File: config.mk
export PLATFORM = sky130hd
export DESIGN_NAME = tree_path_encoder_flat
export DESIGN_NICKNAME = d
export VERILOG_FILES = /design/src/rtl/tree_pkg.sv /design/src/rtl/tree_path_encoder_if.sv /design/src/rtl/tree_id_stack.sv /design/src/rtl/tree_path_encoder.sv /design/src/flat_wrapper.sv
export SDC_FILE = /design/constraint.sdc
export NUM_CORES = 1
export LEC_CHECK = 0
export BUFFER_PORTS_ARGS = -buffer_cell sky130_fd_sc_hd__buf_2
export CORE_ASPECT_RATIO = 0.75
export CORE_MARGIN = 3
export CORE_UTILIZATION = 50
export DETAILED_ROUTE_END_ITERATION = 16
export HOLD_SLACK_MARGIN = 0.12
export PLACE_DENSITY = 0.78
export SLEW_MARGIN = 20
export SYNTH_ARGS = -nofsm -noshare
export SYNTH_HDL_FRONTEND = slang
export SYNTH_SLANG_ARGS = --single-unit
File: constraint.sdc
create_clock -name clk -period 2 [get_ports clk]
set_input_delay 0.1 -clock clk [delete_from_list [all_inputs] [get_ports clk]]
set_output_delay 0.1 -clock clk [all_outputs]
set_load 0.02 [all_outputs]
File: src/rtl/tree_pkg.sv
// rtl/tree_pkg.sv - shared tree node format, field helpers and encoder state type
package tree_pkg;

  localparam int IDENTIFIER_SIZE     = 8;
  localparam int NODE_ADDR_SIZE      = 8;
  localparam int MAX_NODES_PER_LEVEL = 4;
  localparam int NUM_MSG_HIERARCHY   = 4;
  localparam int NODE_SIZE           = IDENTIFIER_SIZE + NODE_ADDR_SIZE * (1 + MAX_NODES_PER_LEVEL);

  // Node word: {node_id, parent_addr, child list}, MSB first
  localparam int NODE_ID_MSB     = NODE_SIZE - 1;
  localparam int PARENT_ADDR_MSB = NODE_SIZE - 1 - IDENTIFIER_SIZE;

  typedef logic [NODE_SIZE-1:0] tree_node_t;

  typedef enum logic [1:0] {
    ENC_IDLE  = 2'd0,
    ENC_FETCH = 2'd1,
    ENC_WAIT  = 2'd2,
    ENC_EMIT  = 2'd3
  } tree_enc_state_t;

  function automatic logic [IDENTIFIER_SIZE-1:0] node_get_id(input tree_node_t tree_node);
    return tree_node[NODE_ID_MSB -: IDENTIFIER_SIZE];
  endfunction

  function automatic logic [NODE_ADDR_SIZE-1:0] node_get_parent(input tree_node_t tree_node);
    return tree_node[PARENT_ADDR_MSB -: NODE_ADDR_SIZE];
  endfunction

endpackage

File: src/rtl/tree_path_encoder_if.sv
// rtl/tree_path_encoder_if.sv - leaf request, tree memory read and identifier stream bundle
interface tree_path_encoder_if #(
  parameter int IDENTIFIER_SIZE = 8,
  parameter int NODE_ADDR_SIZE  = 8,
  parameter int NODE_SIZE       = 48,
  parameter int LEVEL_W         = 2
);

  logic                       leaf_valid;
  logic                       leaf_ready;
  logic [NODE_ADDR_SIZE-1:0]  leaf_addr;

  logic                       mem_rd_en;
  logic [NODE_ADDR_SIZE-1:0]  mem_rd_addr;
  logic [NODE_SIZE-1:0]       mem_rd_data;

  logic                       id_valid;
  logic                       id_ready;
  logic [IDENTIFIER_SIZE-1:0] id_data;
  logic [LEVEL_W-1:0]         id_level;
  logic                       id_last;

  logic                       err_null;
  logic                       err_depth;

  // master: the encoder; slave: message builder, tree memory and serializer side
  modport master (
    input  leaf_valid, leaf_addr, mem_rd_data, id_ready,
    output leaf_ready, mem_rd_en, mem_rd_addr,
           id_valid, id_data, id_level, id_last, err_null, err_depth
  );

  modport slave (
    output leaf_valid, leaf_addr, mem_rd_data, id_ready,
    input  leaf_ready, mem_rd_en, mem_rd_addr,
           id_valid, id_data, id_level, id_last, err_null, err_depth
  );

endinterface

File: src/rtl/tree_id_stack.sv
// rtl/tree_id_stack.sv - identifier register array, write at depth, read at pointer
module tree_id_stack #(
  parameter int DEPTH = 4,
  parameter int WIDTH = 8
) (
  input  logic                     clk,
  input  logic                     wr_en,
  input  logic [$clog2(DEPTH)-1:0] wr_ptr,
  input  logic [WIDTH-1:0]         wr_data,
  input  logic [$clog2(DEPTH)-1:0] rd_ptr,
  output logic [WIDTH-1:0]         rd_data
);

  logic [WIDTH-1:0] stack_q [DEPTH];
  logic [WIDTH-1:0] stack_d [DEPTH];

  always_comb begin
    stack_d = stack_q;
    if (wr_en) begin
      stack_d[wr_ptr] = wr_data;
    end
  end

  // Contents survive between requests; every path overwrites what it reads
  always_ff @(posedge clk) begin
    stack_q <= stack_d;
  end

  assign rd_data = stack_q[rd_ptr];

endmodule

File: src/rtl/tree_path_encoder.sv
// rtl/tree_path_encoder.sv - climbs parent pointers from a leaf, emits root-to-leaf identifiers
module tree_path_encoder
  import tree_pkg::*;
#(
  parameter int IDENTIFIER_SIZE     = tree_pkg::IDENTIFIER_SIZE,
  parameter int NODE_ADDR_SIZE      = tree_pkg::NODE_ADDR_SIZE,
  parameter int MAX_NODES_PER_LEVEL = tree_pkg::MAX_NODES_PER_LEVEL,
  parameter int NUM_MSG_HIERARCHY   = tree_pkg::NUM_MSG_HIERARCHY,
  parameter int NODE_SIZE           = IDENTIFIER_SIZE + NODE_ADDR_SIZE * (1 + MAX_NODES_PER_LEVEL)
) (
  input logic                 clk,
  input logic                 rst,
  tree_path_encoder_if.master bus
);

  localparam int LEVEL_W = $clog2(NUM_MSG_HIERARCHY);
  localparam int PTR_W   = LEVEL_W;
  localparam int DEPTH_W = $clog2(NUM_MSG_HIERARCHY + 1);

  tree_enc_state_t           state_q, state_d;
  logic [NODE_ADDR_SIZE-1:0] cur_addr_q, cur_addr_d;
  logic [DEPTH_W-1:0]        depth_q, depth_d;
  logic [DEPTH_W-1:0]        total_depth_q, total_depth_d;
  logic [PTR_W-1:0]          emit_ptr_q, emit_ptr_d;
  logic                      err_null_q, err_null_d;
  logic                      err_depth_q, err_depth_d;

  logic                       stack_we;
  logic [IDENTIFIER_SIZE-1:0] stack_rd_data;
  logic [IDENTIFIER_SIZE-1:0] node_id;
  logic [NODE_ADDR_SIZE-1:0]  parent_addr;
  logic [DEPTH_W-1:0]         depth_inc;

  assign node_id     = node_get_id(bus.mem_rd_data);
  assign parent_addr = node_get_parent(bus.mem_rd_data);
  assign depth_inc   = depth_q + DEPTH_W'(1);

  tree_id_stack #(
    .DEPTH (NUM_MSG_HIERARCHY),
    .WIDTH (IDENTIFIER_SIZE)
  ) u_stack (
    .clk     (clk),
    .wr_en   (stack_we),
    .wr_ptr  (depth_q[PTR_W-1:0]),
    .wr_data (node_id),
    .rd_ptr  (emit_ptr_q),
    .rd_data (stack_rd_data)
  );

  always_ff @(posedge clk) begin
    if (rst) begin
      state_q       <= ENC_IDLE;
      cur_addr_q    <= '0;
      depth_q       <= '0;
      total_depth_q <= '0;
      emit_ptr_q    <= '0;
      err_null_q    <= 1'b0;
      err_depth_q   <= 1'b0;
    end else begin
      state_q       <= state_d;
      cur_addr_q    <= cur_addr_d;
      depth_q       <= depth_d;
      total_depth_q <= total_depth_d;
      emit_ptr_q    <= emit_ptr_d;
      err_null_q    <= err_null_d;
      err_depth_q   <= err_depth_d;
    end
  end

  always_comb begin
    state_d       = state_q;
    cur_addr_d    = cur_addr_q;
    depth_d       = depth_q;
    total_depth_d = total_depth_q;
    emit_ptr_d    = emit_ptr_q;
    err_null_d    = 1'b0;
    err_depth_d   = 1'b0;
    stack_we      = 1'b0;
    case (state_q)
      ENC_IDLE: begin
        if (bus.leaf_valid) begin
          if (bus.leaf_addr == '0) begin
            err_null_d = 1'b1;
          end else begin
            cur_addr_d = bus.leaf_addr;
            depth_d    = '0;
            state_d    = ENC_FETCH;
          end
        end
      end
      ENC_FETCH: begin
        state_d = ENC_WAIT;
      end
      ENC_WAIT: begin
        stack_we = 1'b1;
        depth_d  = depth_inc;
        // The entry just written is the level directly below the root
        if (parent_addr == '0) begin
          emit_ptr_d    = depth_q[PTR_W-1:0];
          total_depth_d = depth_inc;
          state_d       = ENC_EMIT;
        end else if (depth_inc == DEPTH_W'(NUM_MSG_HIERARCHY)) begin
          err_depth_d = 1'b1;
          state_d     = ENC_IDLE;
        end else begin
          cur_addr_d = parent_addr;
          state_d    = ENC_FETCH;
        end
      end
      ENC_EMIT: begin
        if (bus.id_ready) begin
          if (emit_ptr_q == '0) begin
            state_d = ENC_IDLE;
          end else begin
            emit_ptr_d = emit_ptr_q - PTR_W'(1);
          end
        end
      end
      default: begin
        state_d = ENC_IDLE;
      end
    endcase
  end

  always_comb begin
    bus.leaf_ready  = (state_q == ENC_IDLE) && !rst;
    bus.mem_rd_en   = 1'b0;
    bus.mem_rd_addr = '0;
    bus.id_valid    = 1'b0;
    bus.id_data     = '0;
    bus.id_level    = '0;
    bus.id_last     = 1'b0;
    bus.err_null    = err_null_q;
    bus.err_depth   = err_depth_q;
    if (state_q == ENC_FETCH) begin
      bus.mem_rd_en   = 1'b1;
      bus.mem_rd_addr = cur_addr_q;
    end
    if (state_q == ENC_EMIT) begin
      bus.id_valid = 1'b1;
      bus.id_data  = stack_rd_data;
      bus.id_level = LEVEL_W'(total_depth_q - DEPTH_W'(1)) - emit_ptr_q;
      bus.id_last  = (emit_ptr_q == '0);
    end
  end

endmodule

File: src/flat_wrapper.sv
// flat-port wrapper written by rule: the top's interface ports become plain ports
module tree_path_encoder_flat import tree_pkg::*;
#(
  parameter int IDENTIFIER_SIZE     = tree_pkg::IDENTIFIER_SIZE,
  parameter int NODE_ADDR_SIZE      = tree_pkg::NODE_ADDR_SIZE,
  parameter int MAX_NODES_PER_LEVEL = tree_pkg::MAX_NODES_PER_LEVEL,
  parameter int NUM_MSG_HIERARCHY   = tree_pkg::NUM_MSG_HIERARCHY,
  parameter int NODE_SIZE           = IDENTIFIER_SIZE + NODE_ADDR_SIZE * (1 + MAX_NODES_PER_LEVEL)
)
  (clk, rst, bus_leaf_valid, bus_leaf_addr, bus_mem_rd_data, bus_id_ready, bus_leaf_ready, bus_mem_rd_en, bus_mem_rd_addr, bus_id_valid, bus_id_data, bus_id_level, bus_id_last, bus_err_null, bus_err_depth);
  tree_path_encoder_if #(.IDENTIFIER_SIZE(IDENTIFIER_SIZE), .NODE_ADDR_SIZE(NODE_ADDR_SIZE), .NODE_SIZE(NODE_SIZE)) bus_i ();
  input logic clk;
  input logic rst;
  input wire logic [$bits(bus_i.leaf_valid)-1:0] bus_leaf_valid;
  input wire logic [$bits(bus_i.leaf_addr)-1:0] bus_leaf_addr;
  input wire logic [$bits(bus_i.mem_rd_data)-1:0] bus_mem_rd_data;
  input wire logic [$bits(bus_i.id_ready)-1:0] bus_id_ready;
  output wire logic [$bits(bus_i.leaf_ready)-1:0] bus_leaf_ready;
  output wire logic [$bits(bus_i.mem_rd_en)-1:0] bus_mem_rd_en;
  output wire logic [$bits(bus_i.mem_rd_addr)-1:0] bus_mem_rd_addr;
  output wire logic [$bits(bus_i.id_valid)-1:0] bus_id_valid;
  output wire logic [$bits(bus_i.id_data)-1:0] bus_id_data;
  output wire logic [$bits(bus_i.id_level)-1:0] bus_id_level;
  output wire logic [$bits(bus_i.id_last)-1:0] bus_id_last;
  output wire logic [$bits(bus_i.err_null)-1:0] bus_err_null;
  output wire logic [$bits(bus_i.err_depth)-1:0] bus_err_depth;
  assign bus_i.leaf_valid = bus_leaf_valid;
  assign bus_i.leaf_addr = bus_leaf_addr;
  assign bus_i.mem_rd_data = bus_mem_rd_data;
  assign bus_i.id_ready = bus_id_ready;
  assign bus_leaf_ready = bus_i.leaf_ready;
  assign bus_mem_rd_en = bus_i.mem_rd_en;
  assign bus_mem_rd_addr = bus_i.mem_rd_addr;
  assign bus_id_valid = bus_i.id_valid;
  assign bus_id_data = bus_i.id_data;
  assign bus_id_level = bus_i.id_level;
  assign bus_id_last = bus_i.id_last;
  assign bus_err_null = bus_i.err_null;
  assign bus_err_depth = bus_i.err_depth;
  tree_path_encoder #(.IDENTIFIER_SIZE(IDENTIFIER_SIZE), .NODE_ADDR_SIZE(NODE_ADDR_SIZE), .MAX_NODES_PER_LEVEL(MAX_NODES_PER_LEVEL), .NUM_MSG_HIERARCHY(NUM_MSG_HIERARCHY), .NODE_SIZE(NODE_SIZE)) u_core (.clk(clk), .rst(rst), .bus(bus_i));
endmodule
==> impl_metrics.py, run 1 <==
metrics = {
    "clocking": {
        "cts_root_buffer": "clkbuf_8",
        "insertion_delay_ns": 0.30,
        "clk_pin_slew_ns": 0.08,
        "post_cts_buffers": 0,
        "cts_made_buffers": 5,
        "cts_tree": "built",
        "clock-sinks": 51,
        "h-tree-depth": 2,
        "clockBufferDepth": 2,
    },
    "pwr": {
        "p_comb_frac": 0.104,
        "power_frac_clock": 0.333,
        "switchingPower_uw": 440,
        "p_leak_uw": 0.00120,
        "peakVddDrop_mv": 0.455,
        "intPower_uw": 1610,
        "power_density_nw_per_um2": 687,
        "switching_share": 0.215,
        "pwr-share-seq": 0.564,
    },
    "synthesis": {
        "avgSynthCellArea_um2": 12.4,
        "yosys_most_used_dff": "edfxtp_1",
        "yosysWarnings": 0,
        "netlist_instances": 195,
        "async_flop_share": 0,
        "syn_area_um2": 2420,
        "yosysTopAreaCellShare": 0.396,
        "synth_top_area_cell": "edfxtp_1",
        "synth_edf_count": 32,
        "synth.distinct_cells": 35,
        "synth_nets": 262,
        "synthTopCellsByArea": "edfxtp_1 (40%), dfxtp_1 (16%), mux4_2 (7.4%)",
        "synth_seq_cells": 51,
        "synth-seq-area-share": 0.553,
    },
    "detailed_routing": {
        "dr_total_vias": 1673,
        "vias_per_cell": 5.23,
        "dr.max_layer_used": "met4",
        "drc_errors": 0,
        "first_iter_violations": 100,
        "wl_met1_um": 2220,
        "wl_met3_um": 179,
        "wirelength_um": 4730,
        "wl_met2_um": 2280,
        "routedWlPerCell_um": 14.8,
        "antenna_left": 0,
        "drt_pass1_iterations": 4,
    },
    "final_layout": {
        "final_cell_mix": "buf_2 (51), edfxtp_1 (32), nand2_1 (19), dfxtp_1 (19), nor2b_1 (18)",
        "fin_util": 0.652,
        "area_growth_syn_to_layout_pct": 23.0,
        "antennaDiodeCount": 0,
        "layout.nets": 329,
        "drive_gt1_frac": 0.342,
        "final_common_cell": "buf_2",
    },
    "setup_path": {
        "required_ns": 1.90,
        "worstSetupEndpointType": "primary output",
        "cp-start-kind": "register",
        "cp.arrival_ns": 1.65,
        "path_class": "reg -> out",
        "crit_fanout": 8,
    },
    "sta": {
        "rsz0062_at_grt": "no",
        "max_freq_ghz": 0.570,
        "period_share": 0.877,
        "setup_viol": 0,
        "hold_viol_final": 0,
        "worst_pin_slew_ns": 0.507,
        "min_period_ns": 1.75,
        "setup_tns_ns": 0,
        "finalClockSkew_ns": 0.00623,
        "final_max_slew_viol_count": 0,
        "slew_headroom": 0.659,
    },
    "global_route": {
        "grt_pass1_vias": 1652,
        "grt_max_degree": 30,
        "globalRouteTotalUtil": 0.176,
        "grt_pass1_wl_um": 7760,
        "antenna_found_initial": 0,
        "grt-ovfl-total": 0,
    },
    "die": {
        "design.die.area_um2": 5730,
        "coreArea_um2": 4570,
        "start_util": 0.530,
        "rows": 21,
        "die_h_um": 66.3,
        "die_w_um": 86.4,
        "ios": 84,
    },
    "placed_design": {
        "gp_congestion": 0.762,
        "post-dp-hpwl_um": 3430,
        "place.port_buffers": 51,
    },
    "flow_run": {
        "maxCapViolCount": 0,
    },
    "min_path": {
        "holdCritPathClass": "in -> reg",
    },
    "run_status": {
        "outcome": "complete, no violations",
    },
}
-- flip-flops by register name, indices dropped and copies added, names as in the netlist --
signal                  count
u_core.bus.err_depth        1
u_core.bus.err_null         1
u_core.cur_addr_q           8
u_core.depth_q              3
u_core.emit_ptr_q           2
u_core.state_q              2
u_core.total_depth_q        2
u_core.u_stack.stack_q     32
-- worst paths after layout --
check / from / to / cells past startpoint / slack, ns
worst max register to register: u_core.state_q[0] / u_core.emit_ptr_q[0] / 5 / 0.25
worst min-delay path: bus_leaf_addr[2] / u_core.bus.err_null / 4 / 0.15
worst max-delay path: u_core.emit_ptr_q[0] / bus_id_data[6] / 4 / 0.25
worst min register to register: u_core.total_depth_q[1] / u_core.total_depth_q[1] / 2 / 0.55
-- layout make-up --
class | instances | area, um^2
Fill cell | 374 | 1590
Multi-Input combinational cell | 127 | 1010
Tap cell | 57 | 71.3
Sequential cell | 51 | 1340
Clock buffer | 5 | 68.8
Inverter | 7 | 26.3
Timing Repair Buffer | 70 | 420
Clock inverter | 3 | 38.8
-- critical path, stage by stage, from the launching register on --
cell and delay [ns]:
dfxtp_1 0.34, buf_4 0.21, mux4_2 0.51, nor2b_1 0.14
buf_2 0.16
-- synthesized netlist by cell type, drive strengths merged (2+ instances only) --
cell / count
mux2i: 3
and3: 2
mux4: 8
nand3b: 2
xnor2: 2
a21oi: 12
nor2: 10
edfxtp: 32
nand3: 4
nor2b: 18
dfxtp: 19
and2: 12
buf: 4
mux2: 9
a211oi: 2
inv: 7
nand2: 19
ha: 7
clkbuf: 6
nor4: 4
-- power groups by stage --
stage          combinational [uW]  sequential [uW]  clock [uW]
6_report                      213             1150         682
3_5_place_dp                  199             1180           0
5_1_grt                       235             1160         748
2_1_floorplan                 118             1170           0
4_1_cts                       214             1160         701
3_3_place_gp                  195             1180           0
-- kinds of logic after synthesis --
group                    synth area share
AND/OR/NAND/NOR                     0.181
XOR/XNOR                          0.00723
flip-flops                          0.553
multiplexers                        0.128
buffers and inverters              0.0284
adder cells (fa/ha/maj)            0.0361
AO/OA/AOI/OAI                      0.0655
-- repair_timing --
action / CTS / global route
hold endpoints to repair: 33 / 0
hold buffers: 9 / 0
gates resized for setup: 0 / 0
-- layer usage --
| layer | track usage | vias to the layer above |
|---|---|---|
| met2 | 0.286 | 31 |
| li1 | - | 832 |
| met1 | 0.241 | 805 |
| met3 | 0.0336 | 5 |
| met5 | 0 | - |
| met4 | 0.0525 | 0 |
-- stage by stage --
step	setup slack, ns	hold WS, ns	instances	power (uW)	area [um^2]
floorplan	0.297	0.199	195	1290	2420
global placement	0.311	0.317	303	1370	2780
detailed placement	0.305	0.323	303	1380	2780
CTS	0.225	0.140	320	2070	2980
global route	0.129	0.182	320	2140	2980
finish	0.245	0.149	320	2050	2980
Power figures use the tool's default switching activity.
==> run 2, diff against run 1 <==
--- a/config.mk
+++ b/config.mk
@@ -11,7 +11,7 @@
 export CORE_UTILIZATION = 50
 export DETAILED_ROUTE_END_ITERATION = 16
 export HOLD_SLACK_MARGIN = 0.12
-export PLACE_DENSITY = 0.78
+export PLACE_DENSITY = 0.77
 export SLEW_MARGIN = 20
 export SYNTH_ARGS = -nofsm -noshare
 export SYNTH_HDL_FRONTEND = slang
==> run 2 against run 1 <==
Against the previous run:
- die area stayed put
- sequential power hardly changed
- via count is 0.42% lower
- fmax is 1.7% lower
- largest cell class unchanged
==> impl_metrics.py, run 2 (same netlist as run 1, synthesis figures left out) <==
metrics = {
    "run_status": {
        "outcome": "complete, no violations",
    },
    "sta": {
        "max_freq_ghz": 0.560,
        "worst_pin_slew_ns": 0.559,
        "finalClockSkew_ns": 0.00330,
        "period_share": 0.893,
        "setup_tns_ns": 0,
        "hold_viol_final": 0,
        "slew_headroom": 0.627,
        "final_max_slew_viol_count": 0,
        "min_period_ns": 1.79,
        "setup_viol": 0,
        "rsz0062_at_grt": "no",
    },
    "final_layout": {
        "largest_reg_flops": 32,
        "final_common_cell": "buf_2",
        "fin_util": 0.649,
        "area_growth_syn_to_layout_pct": 22.3,
        "layout.nets": 327,
        "n_fill_cell": 379,
        "drive_gt1_frac": 0.338,
        "final_cell_mix": "buf_2 (51), edfxtp_1 (32), nand2_1 (19), dfxtp_1 (19), nor2b_1 (18)",
        "antennaDiodeCount": 0,
        "top_regs": "u_core.u_stack.stack_q x32, u_core.cur_addr_q x8, u_core.depth_q x3",
        "largest_register": "u_core.u_stack.stack_q",
    },
    "clocking": {
        "cts_hold_buf": 9,
        "cts_root_buffer": "clkbuf_8",
        "cts_tree": "built",
        "clock-sinks": 51,
        "clockBufferDepth": 2,
        "post_cts_buffers": 0,
        "insertion_delay_ns": 0.30,
        "ctsResizeCount": 0,
        "clk_pin_slew_ns": 0.08,
        "h-tree-depth": 2,
        "cts_made_buffers": 5,
    },
    "pwr": {
        "peakVddDrop_mv": 0.530,
        "p_leak_uw": 0.00119,
        "power_density_nw_per_um2": 689,
    },
    "setup_path": {
        "path_class": "reg -> out",
        "cp.arrival_ns": 1.69,
        "required_ns": 1.90,
        "worstSetupEndpointType": "primary output",
        "crit_fanout": 9,
        "cp-start-kind": "register",
    },
    "die": {
        "coreArea_um2": 4570,
        "die_h_um": 66.3,
        "die_w_um": 86.4,
        "design.die.area_um2": 5730,
        "start_util": 0.530,
        "ios": 84,
        "rows": 21,
    },
    "global_route": {
        "grt_max_degree": 30,
        "grt_pass1_vias": 1556,
        "globalRouteTotalUtil": 0.177,
        "antenna_found_initial": 0,
        "grt_pass1_wl_um": 7570,
        "grt-ovfl-total": 0,
    },
    "flow_run": {
        "maxCapViolCount": 0,
    },
    "detailed_routing": {
        "drt_pass1_iterations": 4,
        "first_iter_violations": 102,
        "vias_per_cell": 5.26,
        "routedWlPerCell_um": 14.6,
        "wirelength_um": 4610,
        "antenna_left": 0,
        "dr_total_vias": 1666,
        "drc_errors": 0,
    },
    "placed_design": {
        "place.port_buffers": 51,
        "gp_congestion": 0.771,
        "post-dp-hpwl_um": 3320,
    },
    "min_path": {
        "holdCritPathClass": "in -> reg",
    },
}
[run 2: cell count changes in the layout (fill, tap and decap cells not counted)]
cell / change
buf_4: -2
clkinv_2: -1
clkinvlp_4: +1
clkinv_1: -1
[run 2: path summary, 6_finish.rpt]
path	end	startpoint	cells after the start	slack, ns
hold reg to reg	u_core.depth_q[2]	u_core.depth_q[2]	3	0.55
hold / removal	u_core.bus.err_null	bus_leaf_addr[2]	4	0.14
setup / recovery	bus_mem_rd_addr[2]	u_core.state_q[0]	3	0.21
setup reg to reg	u_core.cur_addr_q[6]	u_core.depth_q[0]	5	0.27
[run 2: power by group]
group	internal [uW]	total, uW	switching [uW]	leakage, uW
clock network	365	680	314	0.0000502
registers	1140	1160	15.0	0.000443
logic	98.0	208	110	0.000696
total	1600	2040	439	0.00119
[run 2: cell type report]
cell class	instances	area [um^2]	share of cell area
clock buffers	5	68.8	0.0232
multi-input cells	127	1010	0.342
clock inverters	2	37.5	0.0127
well taps	57	71.3	0.0241
repair buffers	68	405	0.137
inverters	7	26.3	0.00886
flip-flops and latches	51	1340	0.452
[run 2: critical path: stages, from the launching register on]
cell and delay (ns):
dfxtp_1 0.49, nor2b_1 0.52, and2_1 0.22, buf_2 0.16
[run 2: through the flow]
stage | area, um^2 | setup slack, ns | power (uW) | std cells | hold slack (ns)
3_5_place_dp | 2770 | 0.286 | 1370 | 301 | 0.315
2_1_floorplan | 2420 | 0.297 | 1290 | 195 | 0.199
5_1_grt | 2970 | 0.0838 | 2130 | 317 | 0.168
6_report | 2970 | 0.214 | 2040 | 317 | 0.145
3_3_place_gp | 2770 | 0.321 | 1370 | 301 | 0.319
4_1_cts | 2970 | 0.160 | 2070 | 317 | 0.131
[run 2: layer usage]
layer | wire, um | global-route usage
met2 | 2110 | 0.267
met4 | 57 | 0.0564
met3 | 282 | 0.0498
met5 | 0 | 0
met1 | 2160 | 0.246
